**config.mk**
```make
export PLATFORM = sky130hd
export DESIGN_NAME = alu_station
export DESIGN_NICKNAME = d
export VERILOG_FILES = /design/src/rtl/alu_station_pkg.sv /design/src/rtl/alu_station_alu_core.sv /design/src/rtl/alu_station.sv
export SDC_FILE = /design/constraint.sdc
export NUM_CORES = 1
export LEC_CHECK = 0
export CAP_MARGIN = 15
export CORE_MARGIN = 2
export CORE_UTILIZATION = 40
export CTS_BUF_LIST = sky130_fd_sc_hd__clkbuf_8
export DETAILED_ROUTE_END_ITERATION = 8
export DONT_BUFFER_PORTS = 1
export PLACE_DENSITY = 0.63
export SYNTH_ARGS = -nofsm -noshare
export SYNTH_HDL_FRONTEND = slang
export SYNTH_SLANG_ARGS = --single-unit
```
**constraint.sdc**
```tcl
create_clock -name clk -period 3.7 [get_ports clk]
set_input_delay 0.74 -clock clk [delete_from_list [all_inputs] [get_ports clk]]
set_output_delay 0.74 -clock clk [all_outputs]
set_load 0.03 [all_outputs]
```
**src/rtl/alu_station_pkg.sv**
```systemverilog
// Shared types, tag and op-code constants, and the operand snoop helper for alu_station.
package alu_station_pkg;

  localparam int unsigned WORD_W    = 32;
  localparam int unsigned ADDR_W    = 32;
  localparam int unsigned REGADDR_W = 5;
  localparam int unsigned TAG_W     = 2;
  localparam int unsigned OP_W      = 4;
  localparam int unsigned SHAMT_W   = 5;

  typedef logic [WORD_W-1:0]    word_t;
  typedef logic [ADDR_W-1:0]    addr_t;
  typedef logic [REGADDR_W-1:0] regaddr_t;
  typedef logic [TAG_W-1:0]     regtag_t;
  typedef logic [OP_W-1:0]      sinst_t;

  // Producer tags; UNLOCKED marks an operand whose data is already valid.
  localparam regtag_t UNLOCKED   = 2'd0;
  localparam regtag_t ALU_MASTER = 2'd1;
  localparam regtag_t ALU_SALVER = 2'd2;
  localparam regtag_t LOAD_STORE = 2'd3;

  localparam sinst_t OP_ADD   = 4'h0;
  localparam sinst_t OP_SUB   = 4'h1;
  localparam sinst_t OP_SLL   = 4'h2;
  localparam sinst_t OP_SLT   = 4'h3;
  localparam sinst_t OP_SLTU  = 4'h4;
  localparam sinst_t OP_XOR   = 4'h5;
  localparam sinst_t OP_SRL   = 4'h6;
  localparam sinst_t OP_SRA   = 4'h7;
  localparam sinst_t OP_OR    = 4'h8;
  localparam sinst_t OP_AND   = 4'h9;
  localparam sinst_t OP_LUI   = 4'hA;
  localparam sinst_t OP_AUIPC = 4'hB;
  localparam sinst_t OP_LINK  = 4'hC;

  // Register write-bus payload (WRITE_VAR_DEFINE): strobe, destination register, data.
  typedef struct packed {
    logic     en;
    regaddr_t addr;
    word_t    data;
  } write_bus_t;

  // A source operand as held by the station: pending tag plus data.
  typedef struct packed {
    regtag_t tag;
    word_t   data;
  } operand_t;

  typedef enum logic [1:0] {
    S_IDLE = 2'd0,
    S_WAIT = 2'd1,
    S_DONE = 2'd2
  } state_t;

  // Resolve a pending operand against the three write buses by producer tag.
  function automatic operand_t snoop_operand(
    input operand_t opnd,
    input logic     en0,
    input word_t    data0,
    input logic     en1,
    input word_t    data1,
    input logic     enm,
    input word_t    datam
  );
    operand_t res;
    res = opnd;
    if (opnd.tag == ALU_MASTER && en0) begin
      res.tag  = UNLOCKED;
      res.data = data0;
    end else if (opnd.tag == ALU_SALVER && en1) begin
      res.tag  = UNLOCKED;
      res.data = data1;
    end else if (opnd.tag == LOAD_STORE && enm) begin
      res.tag  = UNLOCKED;
      res.data = datam;
    end
    return res;
  endfunction

endpackage

```
**src/rtl/alu_station_alu_core.sv**
```systemverilog
// alu_core: purely combinational integer ALU shared by the WAIT and fast-issue paths.
module alu_core
  import alu_station_pkg::*;
(
  input  sinst_t op,
  input  word_t  x,
  input  word_t  y,
  input  addr_t  pc,
  output word_t  result_c
);

  logic [SHAMT_W-1:0] shamt;
  assign shamt = y[SHAMT_W-1:0];

  // Op-code decode; unassigned codes yield zero.
  always_comb begin
    result_c = '0;
    case (op)
      OP_ADD:   result_c = x + y;
      OP_SUB:   result_c = x - y;
      OP_SLL:   result_c = x << shamt;
      OP_SLT:   result_c = WORD_W'($signed(x) < $signed(y));
      OP_SLTU:  result_c = WORD_W'(x < y);
      OP_XOR:   result_c = x ^ y;
      OP_SRL:   result_c = x >> shamt;
      OP_SRA:   result_c = word_t'($signed(x) >>> shamt);
      OP_OR:    result_c = x | y;
      OP_AND:   result_c = x & y;
      OP_LUI:   result_c = y;
      OP_AUIPC: result_c = word_t'(pc + y);
      OP_LINK:  result_c = word_t'(pc + ADDR_W'(4));
      default:  result_c = '0;
    endcase
  end

endmodule

```
**src/rtl/alu_station.sv**
```systemverilog
// alu_station: single-entry reservation station with integer ALU and write-bus snooping.
// Optional macro ALU_STATION_FAST_EN: operands ready at issue execute on the accept edge.
module alu_station
  import alu_station_pkg::*;
#(
  parameter regtag_t SELF_TAG = ALU_MASTER
) (
  input  logic     clk,
  input  logic     rst,
  input  logic     en_in,
  input  addr_t    pc_in,
  input  sinst_t   op_in,
  input  regtag_t  tagx_in,
  input  regtag_t  tagy_in,
  input  word_t    datax_in,
  input  word_t    datay_in,
  input  regtag_t  tagw_in,
  input  regaddr_t addrw_in,
  input  logic     en_mw0,
  input  regaddr_t reg_write_addr0,
  input  word_t    write_data0,
  input  logic     en_mw1,
  input  regaddr_t reg_write_addr1,
  input  word_t    write_data1,
  input  logic     en_mwM,
  input  regaddr_t reg_write_addrM,
  input  word_t    write_dataM,
  output logic     busy_out,
  output logic     en_mw_out,
  output regaddr_t reg_write_addr_out,
  output word_t    write_data_out
);

  state_t     state, state_n;
  addr_t      pc_q, pc_n;
  sinst_t     op_q, op_n;
  operand_t   opx_q, opx_n, opy_q, opy_n;
  regtag_t    tagw_q, tagw_n;
  regaddr_t   addrw_n;
  word_t      data_n;
  logic       accept;
  logic       core_from_issue;
  sinst_t     core_op;
  word_t      core_x, core_y, core_result;
  addr_t      core_pc;
  write_bus_t bus0, bus1, busm;

  assign bus0 = '{en: en_mw0, addr: reg_write_addr0, data: write_data0};
  assign bus1 = '{en: en_mw1, addr: reg_write_addr1, data: write_data1};
  assign busm = '{en: en_mwM, addr: reg_write_addrM, data: write_dataM};

  // Bus register addresses, the destination tag and our own tag belong to the
  // register file / allocator; the station itself matches producers by tag only.
  logic unused_fields;
  assign unused_fields = ^{bus0.addr, bus1.addr, busm.addr, tagw_q, SELF_TAG};

  // Issue is ignored while busy; no snoop happens on the accept edge itself.
  assign accept = en_in && (state != S_WAIT);

`ifdef ALU_STATION_FAST_EN
  // Accepting cycles compute from the issue inputs; WAIT computes from the held operands.
  assign core_from_issue = (state != S_WAIT);
`else
  assign core_from_issue = 1'b0;
`endif

  assign core_op = core_from_issue ? op_in    : op_q;
  assign core_x  = core_from_issue ? datax_in : opx_q.data;
  assign core_y  = core_from_issue ? datay_in : opy_q.data;
  assign core_pc = core_from_issue ? pc_in    : pc_q;

  alu_core u_alu_core (
    .op       (core_op),
    .x        (core_x),
    .y        (core_y),
    .pc       (core_pc),
    .result_c (core_result)
  );

  // Next-state, operand snoop/latch and result selection.
  always_comb begin
    state_n = state;
    pc_n    = pc_q;
    op_n    = op_q;
    opx_n   = opx_q;
    opy_n   = opy_q;
    tagw_n  = tagw_q;
    addrw_n = reg_write_addr_out;
    data_n  = write_data_out;

    case (state)
      S_IDLE: state_n = S_IDLE;
      S_WAIT: begin
        if (opx_q.tag == UNLOCKED && opy_q.tag == UNLOCKED) begin
          data_n  = core_result;
          state_n = S_DONE;
        end else begin
          opx_n = snoop_operand(opx_q, bus0.en, bus0.data, bus1.en, bus1.data,
                                busm.en, busm.data);
          opy_n = snoop_operand(opy_q, bus0.en, bus0.data, bus1.en, bus1.data,
                                busm.en, busm.data);
        end
      end
      S_DONE:  state_n = S_IDLE;
      default: state_n = S_IDLE;
    endcase

    if (accept) begin
      pc_n    = pc_in;
      op_n    = op_in;
      opx_n   = '{tag: tagx_in, data: datax_in};
      opy_n   = '{tag: tagy_in, data: datay_in};
      tagw_n  = tagw_in;
      addrw_n = addrw_in;
      state_n = S_WAIT;
`ifdef ALU_STATION_FAST_EN
      if (tagx_in == UNLOCKED && tagy_in == UNLOCKED) begin
        data_n  = core_result;
        state_n = S_DONE;
      end
`endif
    end
  end

  // State, held instruction and registered outputs; reset drops any held instruction.
  always_ff @(posedge clk) begin
    if (rst) begin
      state              <= S_IDLE;
      pc_q               <= '0;
      op_q               <= '0;
      opx_q              <= '{tag: UNLOCKED, data: '0};
      opy_q              <= '{tag: UNLOCKED, data: '0};
      tagw_q             <= UNLOCKED;
      busy_out           <= 1'b0;
      en_mw_out          <= 1'b0;
      reg_write_addr_out <= '0;
      write_data_out     <= '0;
    end else begin
      state              <= state_n;
      pc_q               <= pc_n;
      op_q               <= op_n;
      opx_q              <= opx_n;
      opy_q              <= opy_n;
      tagw_q             <= tagw_n;
      busy_out           <= (state_n == S_WAIT);
      en_mw_out          <= (state_n == S_DONE);
      reg_write_addr_out <= addrw_n;
      write_data_out     <= data_n;
    end
  end

endmodule
```
Word level (Yosys, flattened, before mapping)
Cells that the tools add are included.
- bits in registers: 145
- bits in latches: 0
- RAM bits: 0
- ROM bits: 0
- bits of input ports: 228
- output and inout bits: 39
- word-level logic and storage cells: 79
- memories: 0
- add/subtract/negate cells: 4
- multiply operators: 0
- div/mod/pow operators: 0
- order comparisons: 2
- equality and inequality tests: 23
- shift-type cells: 3
- multiplexer cells: 16
- bitwise operators: 3
- reduce and logical (&&, ||, !) cells: 17
- operators with widths (operator ; count):
    $pmux W32 S13 ; 1
    $mux W34 ; 12
    $add A32 B32 Y32 ; 2
    $lt A32 B32 Y1 ; 2
    $add A32 B3 Y32 const B ; 1
    $and A32 B32 Y32 ; 1
    $or A32 B32 Y32 ; 1
    $shl A32 B5 Y32 ; 1
    $shr A32 B5 Y32 ; 1
    $sshr A32 B5 Y32 ; 1
    $sub A32 B32 Y32 ; 1
    $xor A32 B32 Y32 ; 1
    $eq A4 B4 Y1 const B ; 5
    $eq A4 B3 Y1 const B ; 4
    $eq A2 B2 Y1 const B ; 5
    $eq A2 B1 Y1 const B ; 4
    $eq A4 B2 Y1 const B ; 2
    $logic_and A1 B1 Y1 ; 8
    $reduce_bool A4 Y1 ; 2
    $mux W2 ; 3
    $reduce_and A3 Y1 ; 2
    $eq A4 B1 Y1 const B ; 1
    $logic_not A2 Y1 ; 2
    $logic_not A4 Y1 ; 1
    4 further kinds ; 4

Longest topological paths before layout
- depth in word-level cells: 8
- depth in mapped cells: 17
- depth with buffers taken out: 15

By module
From an unflattened synthesis, not the netlist that was laid out.
- cells, all modules: 2412
- area total of the unflattened synthesis: 18323.8 µm²
- by module, submodules not included (module ; instances ; cells each ; area each (µm²) ; sequential area each (µm²)):
    alu_core ; 1 ; 1453 ; 10463.8 ; 0.0
    alu_station ; 1 ; 959 ; 7860.0 ; 2902.8

Worst setup path after synthesis
OpenSTA, ideal clock, no wires.
- kind: reg-to-reg
- start: register op_q[1] (netlist: core_op[1])
- end: register write_data_out[26]
- arrival time: 3.764 ns
- path slack: -0.195 ns
- cell stages (with the launch flop): 18
- buffers on the path: 2
- path through: dfxtp_1 -> buf_2 -> nor2b_1 -> nand3_1 -> clkbuf_1 -> mux2_2 -> ha_1 -> inv_1 -> fa_1 -> nand2b_1 -> a21oi_1 -> o21ai_0 -> a211o_1 -> a21boi_0 -> o21ai_0 -> mux2i_1 -> a2111oi_0 -> nand3_1
- cells in the longest elaborated chain, start to end: 2
- RTL lines (what ; RTL line ; text):
    start: declaration ; alu_station.sv:36 ; sinst_t op_q, op_n;
    start signal: assignment ; alu_station.sv:141 ; op_q <= op_n;
    $eq A4 B4 Y1 (tied with other cells) ; alu_station_alu_core.sv:18 ; case (op)
    $pmux W32 S13 (*) ; alu_station_alu_core.sv:18 ;
    end signal: assignment ; alu_station.sv:148 ; write_data_out <= data_n;
    end: declaration ; alu_station.sv:31 ; output word_t write_data_out
Mark *: on every way between the ends. The rest lies on a longest branch, timed or not.
A chain may end at the register's enable or synchronous reset.

Worst setup path in the final report
- start: register op_q[1] (netlist: core_op[1])
- end: register write_data_out[24]
The elaborated chain is that of the path after synthesis.

==> run metrics <==
initial antenna violation count=1; fmax=275 MHz; Clock Skews=20.2 ps; top sig layer=met4; Finished Layout Cells=3068; average cell area after synthesis=7.33 µm²; Syn Nets=2787; Min-Delay Path Class=in -> reg; die width=215 µm; routed length on met3=11.0 mm; Total Power=9200 µW; number of remaining DRC errors=0; sequential share of the synthesized area=0.163; VDD IR max=0.221 mV; vias in the first global route=18900; root buf cell=clkbuf_8; YS warnings=0; die area=46100 µm²; cts hold-fix bufs=0; status=completed; Least-Margin Pin Slew=1020 ps; Reg clk slew, reported paths=100 ps; worst hold margin=301 ps; Final Max Slew Viols=0; vias=20100; CP Capture Type=register; Final HPWL DP=71.5 mm; Leakage=0.00820 µW; worst-skew pair later-pin latency=510 ps; min cycle time layout=3640 ps; Worst Path Max Fanout=3; critical path class=reg -> reg; Fin. Hold Viols=0; Setup TNS=0 ps; nets=2826; CTS Sinks=145; max-cap violations=0; post-synth cell types=83; Yosys reg bits=145; port bufs=0; Layout area overhead=12.6%; via density per instance=6.54; Mapped Area=17800 µm²; row count=77; first drt pass iteration count=6; Slew headroom=0.316; Post-synth ARST share=0; placed instance count=3032; Die H=215 µm; Routed Antenna Nets=0; first-pass GRT wire length=130 mm; number of synthesized flops with an enable pin=0; Post-synth top flop=dfxtp_1; synthesized instance count=2422; grt total ovfl=0; core area=44000 µm²; Worst Path Arrival=4020 ps; Top Ports=267; share of cells above drive strength 1=0.157; commonest cells after routing, fill and taps aside=nor2_1 (285), nand2_1 (281), a21oi_1 (228), buf_4 (211), a211oi_1 (164); WP data required=4080 ps; largest net degree at the start of global routing=136; RSZ-0062 raised after global routing=yes; gpl congestion=1.05; drt initial violations=2627; CTS tree=built; Initial Util=0.403; total track usage=0.377; critical path launch point type=register; H-tree levels=4; M1 WL=38.0 mm; wire length per cell=29.2 µm; Power Dens Cells=460 nW/µm²; total routed wirelength=89.6 mm; # setup viols final=0; commonest non-fill, non-tap cell in the layout=nor2_1; fin crit share=0.984; Routed met2 length=36.6 mm; CTS buffer count=17; Max clock buf depth=2
timing repair:
item | CTS | global route
setup endpoints to repair | 5 | 13
pin swaps | 2 | 12
buffers inserted | 0 | 1
resized for setup | 9 | 20
endpoints found under the hold margin | 0 | 0
gates cloned | 0 | 1
logic make-up after synthesis:
kind of cell	share of synthesized area
muxes	0.150
and+or+nand+nor	0.192
adders and majority gates	0.0974
xor gates and xnor gates	0.0355
DFF	0.163
AOI/OAI and AO/OA	0.293
buffers and inverters	0.0688
power by group:
group	internal, µW	switching (µW)
logic	2170	3680
clock network	559	736
registers	1740	323
registers in the layout (all words and copies together), names as in the netlist:
signal and cells:
state 2, core_y 32, core_x 32, core_pc 32, opx_q 2, en_mw_out 1
opy_q 2, core_op 4, reg_write_addr_out 5, busy_out 1, write_data_out 32
routing by layer:
metal | vias to the layer above | track usage
li1 | 9006 | -
met1 | 9470 | 0.536
met2 | 1382 | 0.553
met3 | 205 | 0.0811
met4 | 0 | 0.147
met5 | - | 0
cells in the mapped netlist, types with 16 or more instances:
cell      instances  share of area
a211oi_1        164          0.069
a21o_1           18         0.0076
a21oi_1         231          0.065
a221oi_1         43          0.021
a22oi_1          17         0.0072
a31oi_1          20         0.0070
buf_2            38          0.011
clkbuf_1        140          0.030
dfxtp_1         145           0.16
ha_1            135          0.095
inv_1            97          0.021
mux2_2           50          0.032
mux2i_1         124          0.070
mux4_2           38          0.048
nand2_1         281          0.059
nand2b_1         16         0.0056
nand3_1          64          0.018
nand4_1          26         0.0092
nor2_1          285          0.060
nor2b_1          18         0.0063
nor3_1           35         0.0099
o211ai_1         23         0.0097
o21ai_0          99          0.028
xnor2_1          49          0.024
xor2_1           23          0.011
critical path: stages (launching register included):
cell	delay (ps)
dfxtp_1	340
nor2b_4	170
nand3_4	110
mux2_2	250
ha_2	200
inv_1	60
fa_1	410
nand2b_1	200
a21oi_2	220
o21ai_2	120
buf_4	150
a21oi_1	140
nor2_1	90
o21a_1	240
buf_4	150
o31ai_2	230
xnor2_1	290
o211ai_1	130
path summary, 6_finish.rpt:
kind                    start                  to  slack, ps  cells past startpoint
setup / recovery   core_op[1]  write_data_out[24]         60                     17
hold / removal            rst           opy_q[32]        300                      1
setup reg to reg   core_op[1]  write_data_out[24]         60                     17
hold reg to reg   core_pc[31]         core_pc[31]        520                      2
per-stage QoR:
stage	area [µm²]	util	worst slack [ps]
2_1_floorplan	17800	-	-37.4
3_3_place_gp	19500	0.442	-48.3
3_5_place_dp	19500	0.442	-122
4_1_cts	19900	0.452	29.0
5_1_grt	20000	0.454	-33.6
6_report	20000	0.454	59.0
layout make-up:
type,count,area [µm²]
tap,592,741
clock inverter,14,131
timing repair buffer,222,1770
sequential,145,2910
multi-input combinational,1977,13800
clock buffer,18,248
antenna,2,5.00
fill,4527,24000
inverter,98,368
(Power assumes the default switching activity.)
